$ cat config.mk
export PLATFORM = sky130hd
export DESIGN_NAME = ls_issue_unit
export DESIGN_NICKNAME = d
export VERILOG_FILES = /design/src/rtl/ls_issue_unit_pkg.sv /design/src/rtl/ls_issue_unit.sv
export SDC_FILE = /design/constraint.sdc
export NUM_CORES = 1
export LEC_CHECK = 0
export CORE_UTILIZATION = 40
export CTS_BUF_LIST = sky130_fd_sc_hd__clkbuf_8
export CTS_CLUSTER_DIAMETER = 80
export DETAILED_ROUTE_END_ITERATION = 8
export GPL_TIMING_DRIVEN = 0
export PLACE_DENSITY = 0.92
export SLEW_MARGIN = 0
export SYNTH_ARGS = -nofsm -noshare
export SYNTH_HDL_FRONTEND = slang
export SYNTH_SLANG_ARGS = --single-unit
$ cat constraint.sdc
create_clock -name Clk -period 3.6 [get_ports Clk]
set_input_delay 0.36 -clock Clk [delete_from_list [all_inputs] [get_ports Clk]]
set_output_delay 0.36 -clock Clk [all_outputs]
set_load 0.02 [all_outputs]
$ cat src/rtl/ls_issue_unit_pkg.sv
// Shared definitions for the load/store issue unit: FSM state encoding,
// LS opcode constants and default datapath widths.
package ls_issue_unit_pkg;

    localparam int DATA_W_DEF = 32;
    localparam int TAG_W_DEF  = 5;

    localparam logic OP_LOAD  = 1'b1;
    localparam logic OP_STORE = 1'b0;

    typedef enum logic [1:0] {
        ST_IDLE = 2'd0,
        ST_MEM  = 2'd1,
        ST_CDB  = 2'd2
    } ls_state_t;

    // Word alignment test on the two low address bits.
    function automatic logic is_misaligned(input logic [1:0] addr_lo);
        return |addr_lo;
    endfunction

endpackage

$ cat src/rtl/ls_issue_unit.sv
// Load/store issue unit: pops one LS instruction from the issue queue,
// performs its data-memory access, and broadcasts load results on the CDB.
// One instruction in flight at a time (non-pipelined IDLE/MEM/CDB FSM).
module ls_issue_unit
    import ls_issue_unit_pkg::*;
#(
    parameter int DATA_W    = DATA_W_DEF,
    parameter int TAG_W     = TAG_W_DEF,
    parameter int CHK_ALIGN = 1
) (
    input  logic              Clk,
    input  logic              Rst_n,
    // issue queue side
    input  logic              IssueQue_Ready,
    input  logic [DATA_W-1:0] IssueQue_Data,
    input  logic [DATA_W-1:0] IssueQue_Address,
    input  logic [TAG_W-1:0]  IssueQue_Rd_Tag,
    input  logic              IssueQue_Opcode,
    output logic              Issueblk_Issue,
    // data memory side
    output logic              Mem_Req,
    output logic              Mem_We,
    output logic [DATA_W-1:0] Mem_Addr,
    output logic [DATA_W-1:0] Mem_Wdata,
    input  logic              Mem_Ack,
    input  logic [DATA_W-1:0] Mem_Rdata,
    // CDB side
    output logic              Cdb_Req,
    input  logic              Cdb_Grant,
    output logic              CDB_Valid,
    output logic [TAG_W-1:0]  CDB_Tag,
    output logic [DATA_W-1:0] CDB_Data,
    // completion / status
    output logic              Store_Done,
    output logic              Align_Fault,
    input  logic              RB_Flush_Valid,
    output logic              Busy
);

    ls_state_t         state_reg, state_next;
    logic              op_reg, op_next;
    logic [TAG_W-1:0]  tag_reg, tag_next;
    logic [DATA_W-1:0] addr_reg, addr_next;
    logic [DATA_W-1:0] data_reg, data_next;
    logic [DATA_W-1:0] rdata_reg, rdata_next;
    logic              flushed_reg, flushed_next;
    logic              align_fault_reg, align_fault_next;

    logic              misaligned;
    logic              issue;
    logic              load_squashed;

    // Alignment check on the incoming address; compiled out when disabled.
    generate
        if (CHK_ALIGN != 0) begin : g_align_chk
            assign misaligned = is_misaligned(IssueQue_Address[1:0]);
        end else begin : g_no_align_chk
            assign misaligned = 1'b0;
        end
    endgenerate

    // A load is dropped if a flush was seen earlier in MEM or arrives with the ack.
    assign load_squashed = flushed_reg | RB_Flush_Valid;

    // State and latched-instruction registers.
    always_ff @(posedge Clk or negedge Rst_n) begin
        if (!Rst_n) begin
            state_reg       <= ST_IDLE;
            op_reg          <= OP_STORE;
            tag_reg         <= '0;
            addr_reg        <= '0;
            data_reg        <= '0;
            rdata_reg       <= '0;
            flushed_reg     <= 1'b0;
            align_fault_reg <= 1'b0;
        end else begin
            state_reg       <= state_next;
            op_reg          <= op_next;
            tag_reg         <= tag_next;
            addr_reg        <= addr_next;
            data_reg        <= data_next;
            rdata_reg       <= rdata_next;
            flushed_reg     <= flushed_next;
            align_fault_reg <= align_fault_next;
        end
    end

    // Next-state logic and issue handshake.
    always_comb begin
        state_next       = state_reg;
        op_next          = op_reg;
        tag_next         = tag_reg;
        addr_next        = addr_reg;
        data_next        = data_reg;
        rdata_next       = rdata_reg;
        flushed_next     = flushed_reg;
        align_fault_next = 1'b0;
        issue            = 1'b0;

        unique case (state_reg)
            ST_IDLE: begin
                // The cycle that reports an alignment fault is the completing
                // cycle of that instruction, so no new issue is taken in it.
                // Reset is folded in so the handshake reads 0 while held in reset.
                issue = Rst_n & IssueQue_Ready & ~RB_Flush_Valid & ~align_fault_reg;
                if (issue) begin
                    op_next      = IssueQue_Opcode;
                    tag_next     = IssueQue_Rd_Tag;
                    addr_next    = IssueQue_Address;
                    data_next    = IssueQue_Data;
                    flushed_next = 1'b0;
                    if (misaligned) begin
                        align_fault_next = 1'b1;
                    end else begin
                        state_next = ST_MEM;
                    end
                end
            end

            ST_MEM: begin
                // The request is never withdrawn; a flush only marks a load dead.
                if (RB_Flush_Valid && op_reg == OP_LOAD) begin
                    flushed_next = 1'b1;
                end
                if (Mem_Ack) begin
                    if (op_reg == OP_STORE) begin
                        state_next = ST_IDLE;
                    end else begin
                        rdata_next = Mem_Rdata;
                        state_next = load_squashed ? ST_IDLE : ST_CDB;
                    end
                end
            end

            ST_CDB: begin
                // Either the broadcast happens or a flush abandons it.
                if (RB_Flush_Valid || Cdb_Grant) begin
                    state_next = ST_IDLE;
                end
            end

            default: begin
                state_next = ST_IDLE;
            end
        endcase
    end

    // Output decode from state and latched registers.
    always_comb begin
        Issueblk_Issue = issue;
        Mem_Req        = (state_reg == ST_MEM);
        Mem_We         = (state_reg == ST_MEM) && (op_reg == OP_STORE);
        Mem_Addr       = addr_reg;
        Mem_Wdata      = data_reg;
        Store_Done     = (state_reg == ST_MEM) && (op_reg == OP_STORE) && Mem_Ack;
        Cdb_Req        = (state_reg == ST_CDB);
        CDB_Valid      = (state_reg == ST_CDB) && Cdb_Grant && !RB_Flush_Valid;
        CDB_Tag        = tag_reg;
        CDB_Data       = rdata_reg;
        Align_Fault    = align_fault_reg;
        Busy           = (state_reg != ST_IDLE);
    end

endmodule

Word level (Yosys, flattened, before mapping)

Cells that the tools add are included.

Bits in registers: 106
Bits of input ports: 108

Multiplexer cells: 14
Reductions and logical operators: 15
Equal/unequal tests: 7
Bitwise logic cells: 7

Operators with widths:

| operator                                                                | number |
|---|---|
| 2-bit two-way mux                                                       | 6 |
| 1-bit two-way mux                                                       | 6 |
| 2-bit by 1-bit inequality test with 1-bit output, second input constant | 3 |
| 2-bit case mux with 3 select lines                                      | 1 |
| 3-bit AND reduction                                                     | 2 |
| 1-bit logical AND                                                       | 5 |
| 2-bit inequality test, second input constant                            | 2 |
| 4-bit AND reduction                                                     | 1 |
| 2-bit nonzero test                                                      | 2 |
| 1-bit AND                                                               | 3 |
| 1-bit inverter                                                          | 3 |
| 2-bit by 1-bit == test with 1-bit output, second input constant         | 1 |
| 2-bit == test, second input constant                                    | 1 |
| 2-bit logical NOT                                                       | 1 |
| 1-bit case mux with 2 select lines                                      | 1 |
| 2-bit AND reduction                                                     | 1 |
| 2-bit OR reduction                                                      | 1 |
| 1-bit logical NOT                                                       | 1 |
| 1-bit logical OR                                                        | 1 |
| 1-bit OR                                                                | 1 |

Logic depth before layout (Yosys ltp)

Gate-level depths: netlist of the first run.

Depth in word-level cells: 5
Gate-level depth with buffers: 5
Mapped depth without buffers: 4

Least setup slack after synthesis of the first run

OpenSTA, ideal clock, no wires.

Path type: reg2out
Start: register state_reg[1]
End: output port Issueblk_Issue
Arrival: 1618 ps
Path slack: 1622 ps
Stages on the path, launching flop included: 6
Cells stage by stage: dfrtp_1 > or2_1 > or4_4 > buf_6 > buf_6 > inv_1

Cells in the longest elaborated chain, start to end: 2

RTL lines:

| what                     | RTL line             | text |
|---|---|---|
| start: declaration       | ls_issue_unit.sv:40  | `ls_state_t state_reg, state_next;` |
| start signal: assignment | ls_issue_unit.sv:77  | `state_reg <= state_next;` |
| 2-bit logical NOT        | ls_issue_unit.sv:100 | `unique case (state_reg)` |
| 1-bit two-way mux        | ls_issue_unit.sv:100 |  |
| end: declaration         | ls_issue_unit.sv:19  | `output logic Issueblk_Issue,` |

No other way between the ends.

Worst setup path in the final report of the first run

Start: input port Rst_n
End: output port Issueblk_Issue

Cells in the longest elaborated chain, start to end: 4

RTL lines:

| what                   | RTL line             | text |
|---|---|---|
| start: declaration     | ls_issue_unit.sv:12  | `input logic Rst_n,` |
| 1-bit AND (3 in a row) | ls_issue_unit.sv:105 | `issue = Rst_n & IssueQue_Ready & ~RB_Flush_Valid & ~align_fault_reg;` |
| 1-bit two-way mux      | ls_issue_unit.sv:100 |  |

No other way between the ends.

==> results.sh, run 1 <==
export IMPL_critPathLaunchType="input pin"
export IMPL_netlist_instances=237
export IMPL_cts_resized=0
export IMPL_rsz0062_at_grt="no"
export IMPL_power_frac_clock_pct=20.7
export IMPL_place_ws_ns=0.8097
export IMPL_synth_area_top_cells="dfrtp_1, mux2_4, mux2_2, buf_6, nor2_1"
export IMPL_cts_path_max_buffers=2
export IMPL_slew_violations=0
export IMPL_report_final_hold_viol_count=0
export IMPL_die_area_mm2=0.01095
export IMPL_ys_seq_area_share_pct=62.96
export IMPL_post_synth_num_cell_types=19
export IMPL_crit_type="in -> out"
export IMPL_relSlewSlack_pct=61.83
export IMPL_path_clk_slew_ns=0.09
export IMPL_r2r_end="Mem_Addr[20]"
export IMPL_place_congestion=0.7579
export IMPL_cts_inserted_buffers=9
export IMPL_drive_above_1_share_pct=27.18
export IMPL_pwr_share_comb_pct=38.1
export IMPL_whs_path_depth=1
export IMPL_grt_pass1_wl_um=16770
export IMPL_hold_buffers=1
export IMPL_num_rows=37
export IMPL_syn_area_per_cell_um2=17.78
export IMPL_cts_htree_levels=3
export IMPL_io_pins=217
export IMPL_yosys_area_top_type="dfrtp_1"
export IMPL_layout_commonest_cell="clkdlybuf4s50_1"
export IMPL_core_area_mm2=0.01028
export IMPL_p_sw_uw=1191
export IMPL_vias_per_cell=4.685
export IMPL_cp_data_required_time_ns=3.24
export IMPL_cts_setup_buffers=0
export IMPL_skew_ns=0.007682
export IMPL_route_vias_total=2844
export IMPL_fin_crit_sh_pct=91.48
export IMPL_worstPathArrival_ns=2.93
export IMPL_drcViolationCount=0
export IMPL_end_kind="output port"
export IMPL_wl_per_cell_um=17.34
export IMPL_io_buffers=216
export IMPL_ant_nets=0
export IMPL_seqPwrFrac_pct=41.2
export IMPL_grtUsageTotal_pct=20.24
export IMPL_grt_max_degree=67
export IMPL_setup_slack_ns=0.3066
export IMPL_swShare_pct=29.97
export IMPL_tritoncts="done"
export IMPL_synth_warnings=0
export IMPL_ys_ff_latch=106
export IMPL_hp_start="flushed_reg"
export IMPL_leakage_uw=0.003134
export IMPL_clkLatencyLatePin_ns=0.37
export IMPL_dpl_cell_area_mm2=0.006570
export IMPL_drv_cap=0
export IMPL_post_route_util_pct=66.25
export IMPL_wl_um=10520
export IMPL_cts_root_buf="clkbuf_8"
export IMPL_tightest_slew_ns=0.5725
export IMPL_synth_top_cell_area_share_pct=62.96
export IMPL_layout_common_cells="clkdlybuf4s50_1, dfrtp_1, mux2_4, mux2_2, clkbuf_8"
export IMPL_final_cell_area_mm2=0.006809
export IMPL_antennaDiodeCount=0
export IMPL_cp_max_fo=42
export IMPL_reg2reg_depth=5
export IMPL_first_global_vias=3131
export IMPL_grt_overflow_total=0
export IMPL_intPower_uw=2784
export IMPL_hpwl_um=7950
export IMPL_ir_drop_mv=0.3517
export IMPL_syn_cell_area_mm2=0.004213
export IMPL_setup_violations=0
export IMPL_period_minus_slack_ns=3.293
export IMPL_hold_class="reg -> reg"
export IMPL_final_net_count=574
export IMPL_timing_hold_ws_ns=0.4806
export IMPL_die_h_um=104.6
export IMPL_synth_nets=345
export IMPL_powerDensity_mw_per_mm2=583.8
export IMPL_clock_sinks=106
export IMPL_dr_pass1_iters=6
export IMPL_hold_path_end="state_reg[1]"
export IMPL_first_iter_violations=83
export IMPL_initial_core_util_pct=40.99
export IMPL_chipWidth_um=104.6
export IMPL_status="completed"
export IMPL_grt_antenna_before_repair=0
export IMPL_syn2layout_area_growth_pct=61.63
export IMPL_r2r_slack_ns=1.70
export IMPL_worstReg2RegStart="state_reg[1]"
export IMPL_fmax_mhz=303.6
[power groups by stage]
stage,logic (uW),registers [uW],clock network (uW)
floorplan,369,2000,0
global placement,1490,1640,0
detailed placement,1520,1660,0
CTS,1530,1640,845
global route,1590,1670,887
finish,1520,1640,822
[how the worst max path moves through the flow]
stage | endpoint | slack [ns] | start
floorplan | Issueblk_Issue | 1.62 | state_reg[1]
global placement | Issueblk_Issue | -2.70 | Rst_n
detailed placement | Issueblk_Issue | 0.81 | RB_Flush_Valid
CTS | Issueblk_Issue | 0.27 | Rst_n
global route | Issueblk_Issue | 0.13 | Rst_n
finish | Issueblk_Issue | 0.31 | Rst_n
[cell type report]
type | count | area (um^2)
inverter | 2 | 7.507
buffer | 11 | 95.09
timing repair buffer | 218 | 2197
clock inverter | 5 | 77.57
tap | 136 | 170.2
sequential | 106 | 2653
clock buffer | 11 | 151.4
multi-input combinational | 118 | 1458
fill | 743 | 3468
[routing by layer]
metal | global-route usage [%] | wire [um] | share of wire, % | up-vias
li1 | - | - | - | 1289
met1 | 22.62 | 4032 | 38 | 1385
met2 | 34.48 | 5296 | 50 | 148
met3 | 7.174 | 944 | 9.0 | 22
met4 | 9.457 | 251 | 2.4 | 0
met5 | 0 | 0 | 0 | -
[synthesized netlist by cell type]
| library cell | number |
|---|---|
| dfrtp_1 | 106 |
| mux2_4 | 56 |
| mux2_2 | 46 |
| buf_6 | 7 |
| nor2_1 | 4 |
| clkbuf_1 | 3 |
| inv_1 | 2 |
| nand2_1 | 2 |
| a32o_1 | 1 |
| and2_1 | 1 |
| and3b_1 | 1 |
| buf_2 | 1 |
| nand2b_1 | 1 |
| nand3_1 | 1 |
| nor2b_1 | 1 |
| o31ai_1 | 1 |
| o32ai_1 | 1 |
| or2_1 | 1 |
| or4_4 | 1 |
[critical path: stages]
cell	delay (ns)
dlygate4sd3_1	0.53
buf_4	0.47
nand2_1	0.11
or4_4	0.44
buf_6	0.17
buf_6	0.16
inv_1	0.06
clkdlybuf4s50_1	0.60
[stage by stage]
stage	TNS (ns)	power [uW]	std cells
2_1_floorplan	0	2364	237
3_3_place_gp	-331.75	3131	589
3_5_place_dp	0	3182	590
4_1_cts	0	4016	607
5_1_grt	0	4150	607
6_report	0	3975	607
[cells by family (layout without fill, tap and decap cells)]
group	count (synthesis)	after routing	share of synthesized area (%)
AOI/OAI and AO/OA	3	3	0.6238
buffers and inverters	13	247	2.435
DFF	106	106	62.96
muxes	102	102	32.25
and+or+nand+nor	13	13	1.723
Power figures use the tool's default switching activity.
==> inputs of run 2 (changes only) <==
--- a/config.mk
+++ b/config.mk
@@ -5,10 +5,12 @@
 export SDC_FILE = /design/constraint.sdc
 export NUM_CORES = 1
 export LEC_CHECK = 0
+export ABC_AREA = 1
 export CORE_UTILIZATION = 40
 export CTS_BUF_LIST = sky130_fd_sc_hd__clkbuf_8
 export CTS_CLUSTER_DIAMETER = 80
 export DETAILED_ROUTE_END_ITERATION = 8
+export GPL_ROUTABILITY_DRIVEN = 0
 export GPL_TIMING_DRIVEN = 0
 export PLACE_DENSITY = 0.92
 export SLEW_MARGIN = 0
==> results.sh, run 2 <==
export IMPL_status="completed"
export IMPL_io_buffers=216
export IMPL_final_net_count=806
export IMPL_syn2layout_area_growth_pct=60.75
export IMPL_wl_um=11950
export IMPL_drv_cap=0
export IMPL_r2r_end="flushed_reg"
export IMPL_synth_most_common_cell="nand2_1"
export IMPL_period_minus_slack_ns=3.163
export IMPL_leakage_uw=0.003326
export IMPL_cts_inserted_buffers=9
export IMPL_synth_common_cells="nand2_1, dfrtp_1, inv_1"
export IMPL_crit_type="in -> out"
export IMPL_post_route_util_pct=67.28
export IMPL_grt_pass1_wl_um=19220
export IMPL_cts_root_buf="clkbuf_8"
export IMPL_die_h_um=104.1
export IMPL_die_area_mm2=0.01083
export IMPL_path_clk_slew_ns=0.10
export IMPL_drive_above_1_share_pct=5.974
export IMPL_ys_seq_area_share_pct=63.66
export IMPL_wl_per_cell_um=14.29
export IMPL_cts_setup_buffers=0
export IMPL_grt_overflow_total=0
export IMPL_final_setup_tns_ns=0
export IMPL_worstReg2RegStart="state_reg[1]"
export IMPL_skew_ns=0.01040
export IMPL_hold_class="in -> async"
export IMPL_reg2reg_depth=5
export IMPL_chipWidth_um=104.1
export IMPL_ir_drop_mv=0.4802
export IMPL_initial_core_util_pct=41.86
export IMPL_fmax_mhz=316.2
export IMPL_crit_start="Rst_n"
export IMPL_relSlewSlack_pct=48.17
export IMPL_cp_max_fo=60
export IMPL_first_global_vias=3909
export IMPL_tightest_slew_ns=0.7774
export IMPL_antennaDiodeCount=0
export IMPL_route_vias_total=3911
export IMPL_hpwl_um=9109
export IMPL_ys_ff_latch=106
export IMPL_ys_flop_type="dfrtp_1"
export IMPL_post_synth_num_cell_types=17
export IMPL_rsz0062_at_grt="no"
export IMPL_power_frac_clock_pct=12.3
export IMPL_timing_hold_ws_ns=0.07132
export IMPL_slew_violations=0
export IMPL_grt_antenna_before_repair=0
export IMPL_p_sw_uw=2124
export IMPL_grt_max_degree=61
export IMPL_slowest_stage="clkdlybuf4s50_1"
export IMPL_cts_htree_levels=3
export IMPL_fin_crit_sh_pct=87.85
export IMPL_synth_nets=578
export IMPL_dr_pass1_iters=5
export IMPL_placed_cells=820
export IMPL_cp_data_required_time_ns=3.24
export IMPL_path_buf_inv=6
export IMPL_swShare_pct=39.39
export IMPL_clkLatencyLatePin_ns=0.36
export IMPL_layout_cells_non_filler=836
export IMPL_seqPwrFrac_pct=38.0
export IMPL_setup_slack_ns=0.4374
export IMPL_layout_commonest_cell="nand2_1"
export IMPL_cp_top_family="buffers and inverters"
export IMPL_synth_warnings=0
export IMPL_cp_slowest_stage_delay_ns=0.64
export IMPL_r2r_slack_ns=2.03
export IMPL_end_kind="output port"
export IMPL_yosys_area_top_type="dfrtp_1"
export IMPL_num_rows=36
export IMPL_vias_per_cell=4.678
export IMPL_powerDensity_mw_per_mm2=805.1
export IMPL_pwr_share_comb_pct=49.7
export IMPL_place_ws_ns=0.3608
export IMPL_synth_top_cell_area_share_pct=63.66
export IMPL_hold_buffers=0
export IMPL_synth_async_reset_ratio_pct=100.0
export IMPL_intPower_uw=3268
export IMPL_synth_edf_count=0
export IMPL_tritoncts="done"
export IMPL_setup_violations=0
export IMPL_netlist_instances=470
export IMPL_core_area_mm2=0.009955
export IMPL_cts_path_max_buffers=2
export IMPL_first_iter_violations=217
export IMPL_drcViolationCount=0
export IMPL_clock_sinks=106
export IMPL_syn_cell_area_mm2=0.004166
export IMPL_report_final_hold_viol_count=0
export IMPL_worstPathArrival_ns=2.80
export IMPL_grtUsageTotal_pct=22.71
export IMPL_cpMostUsedCell="buf_4"
export IMPL_critPathLaunchType="input pin"
export IMPL_syn_area_per_cell_um2=8.865
export IMPL_cts_resized=0
export IMPL_ant_nets=0
export IMPL_synth_area_top_cells="dfrtp_1, nand2_1, inv_1, o21ai_1, buf_4"
export IMPL_cp_cell_sequence="buf_4 -> buf_16 -> nand2_1 -> inv_1 -> nand3_4 -> inv_2 -> buf_4 -> clkdlybuf4s50_1"
export IMPL_layout_common_cells="nand2_1, clkdlybuf4s50_1, dfrtp_1, inv_1, o21ai_1"
export IMPL_io_pins=217
## run 2: cell types whose count changed after synthesis, sizes merged, moves of 2 or more
cell    previous run  this run
o21ai              0        32
buf                8        19
nor2               4        10
nand2              2       251
clkbuf             3         1
mux2             102         0
nand3              1         5
inv                2        43
## run 2: cell type report
cell class / count / area [um^2]
inverters: 43 / 161.4
repair buffers: 217 / 2187
clock inverters: 7 / 53.80
well taps: 133 / 166.4
flip-flops and latches: 106 / 2653
clock buffers: 9 / 123.9
fillers: 759 / 3257
plain buffers: 20 / 128.9
multi-input cells: 301 / 1224
## run 2: per-layer routing
layer	global-route usage (%)	vias to the layer above	part of all wire (%)	routed length, um
li1	-	1860	-	-
met4	9.388	0	2.0	234
met3	5.890	21	7.5	899
met1	26.09	1836	40	4772
met5	0	-	0	0
met2	40.10	194	51	6038
## run 2: worst max-delay path by stage
| stage | cells after the start | endpoint | slack (ns) |
|---|---|---|---|
| final | 8 | Issueblk_Issue | 0.44 |
| after CTS | 8 | Issueblk_Issue | 0.35 |
| after detailed placement | 8 | Issueblk_Issue | 0.36 |
| after floorplan | 3 | Store_Done | 2.14 |
| after global placement | 7 | Issueblk_Issue | -2.65 |
| after global routing | 8 | Issueblk_Issue | 0.18 |
## run 2: logic make-up (layout without fill, tap and decap cells)
family	Yosys count	count (layout)	synth area share (%)
DFF	106	106	63.66
buffers and inverters	63	296	6.967
AOI/OAI and AO/OA	33	33	3.994
and+or+nand+nor	268	268	25.38
## run 2: stage by stage
stage / area (um^2) / power [uW]
5_1_grt: 6698 / 5695
6_report: 6698 / 5392
2_1_floorplan: 4167 / 3278
4_1_cts: 6698 / 5438
3_3_place_gp: 6495 / 4642
3_5_place_dp: 6520 / 4758
## run 2: power by group through the flow
stage          Sequential (uW)  Clock [uW]  Combinational [uW]
2_1_floorplan             2690           0                 592
3_3_place_gp              2020           0                2620
3_5_place_dp              2060           0                2700
4_1_cts                   2050         686                2710
5_1_grt                   2100         726                2860
6_report                  2050         664                2680
## run 2: worst register-to-register path, cell delays in order, from the launching register on
cell and delay (ns):
dfrtp_1 0.48, nor2_4 0.20, nand3_4 0.18, inv_2 0.26
buf_4 0.24, o22ai_1 0.09
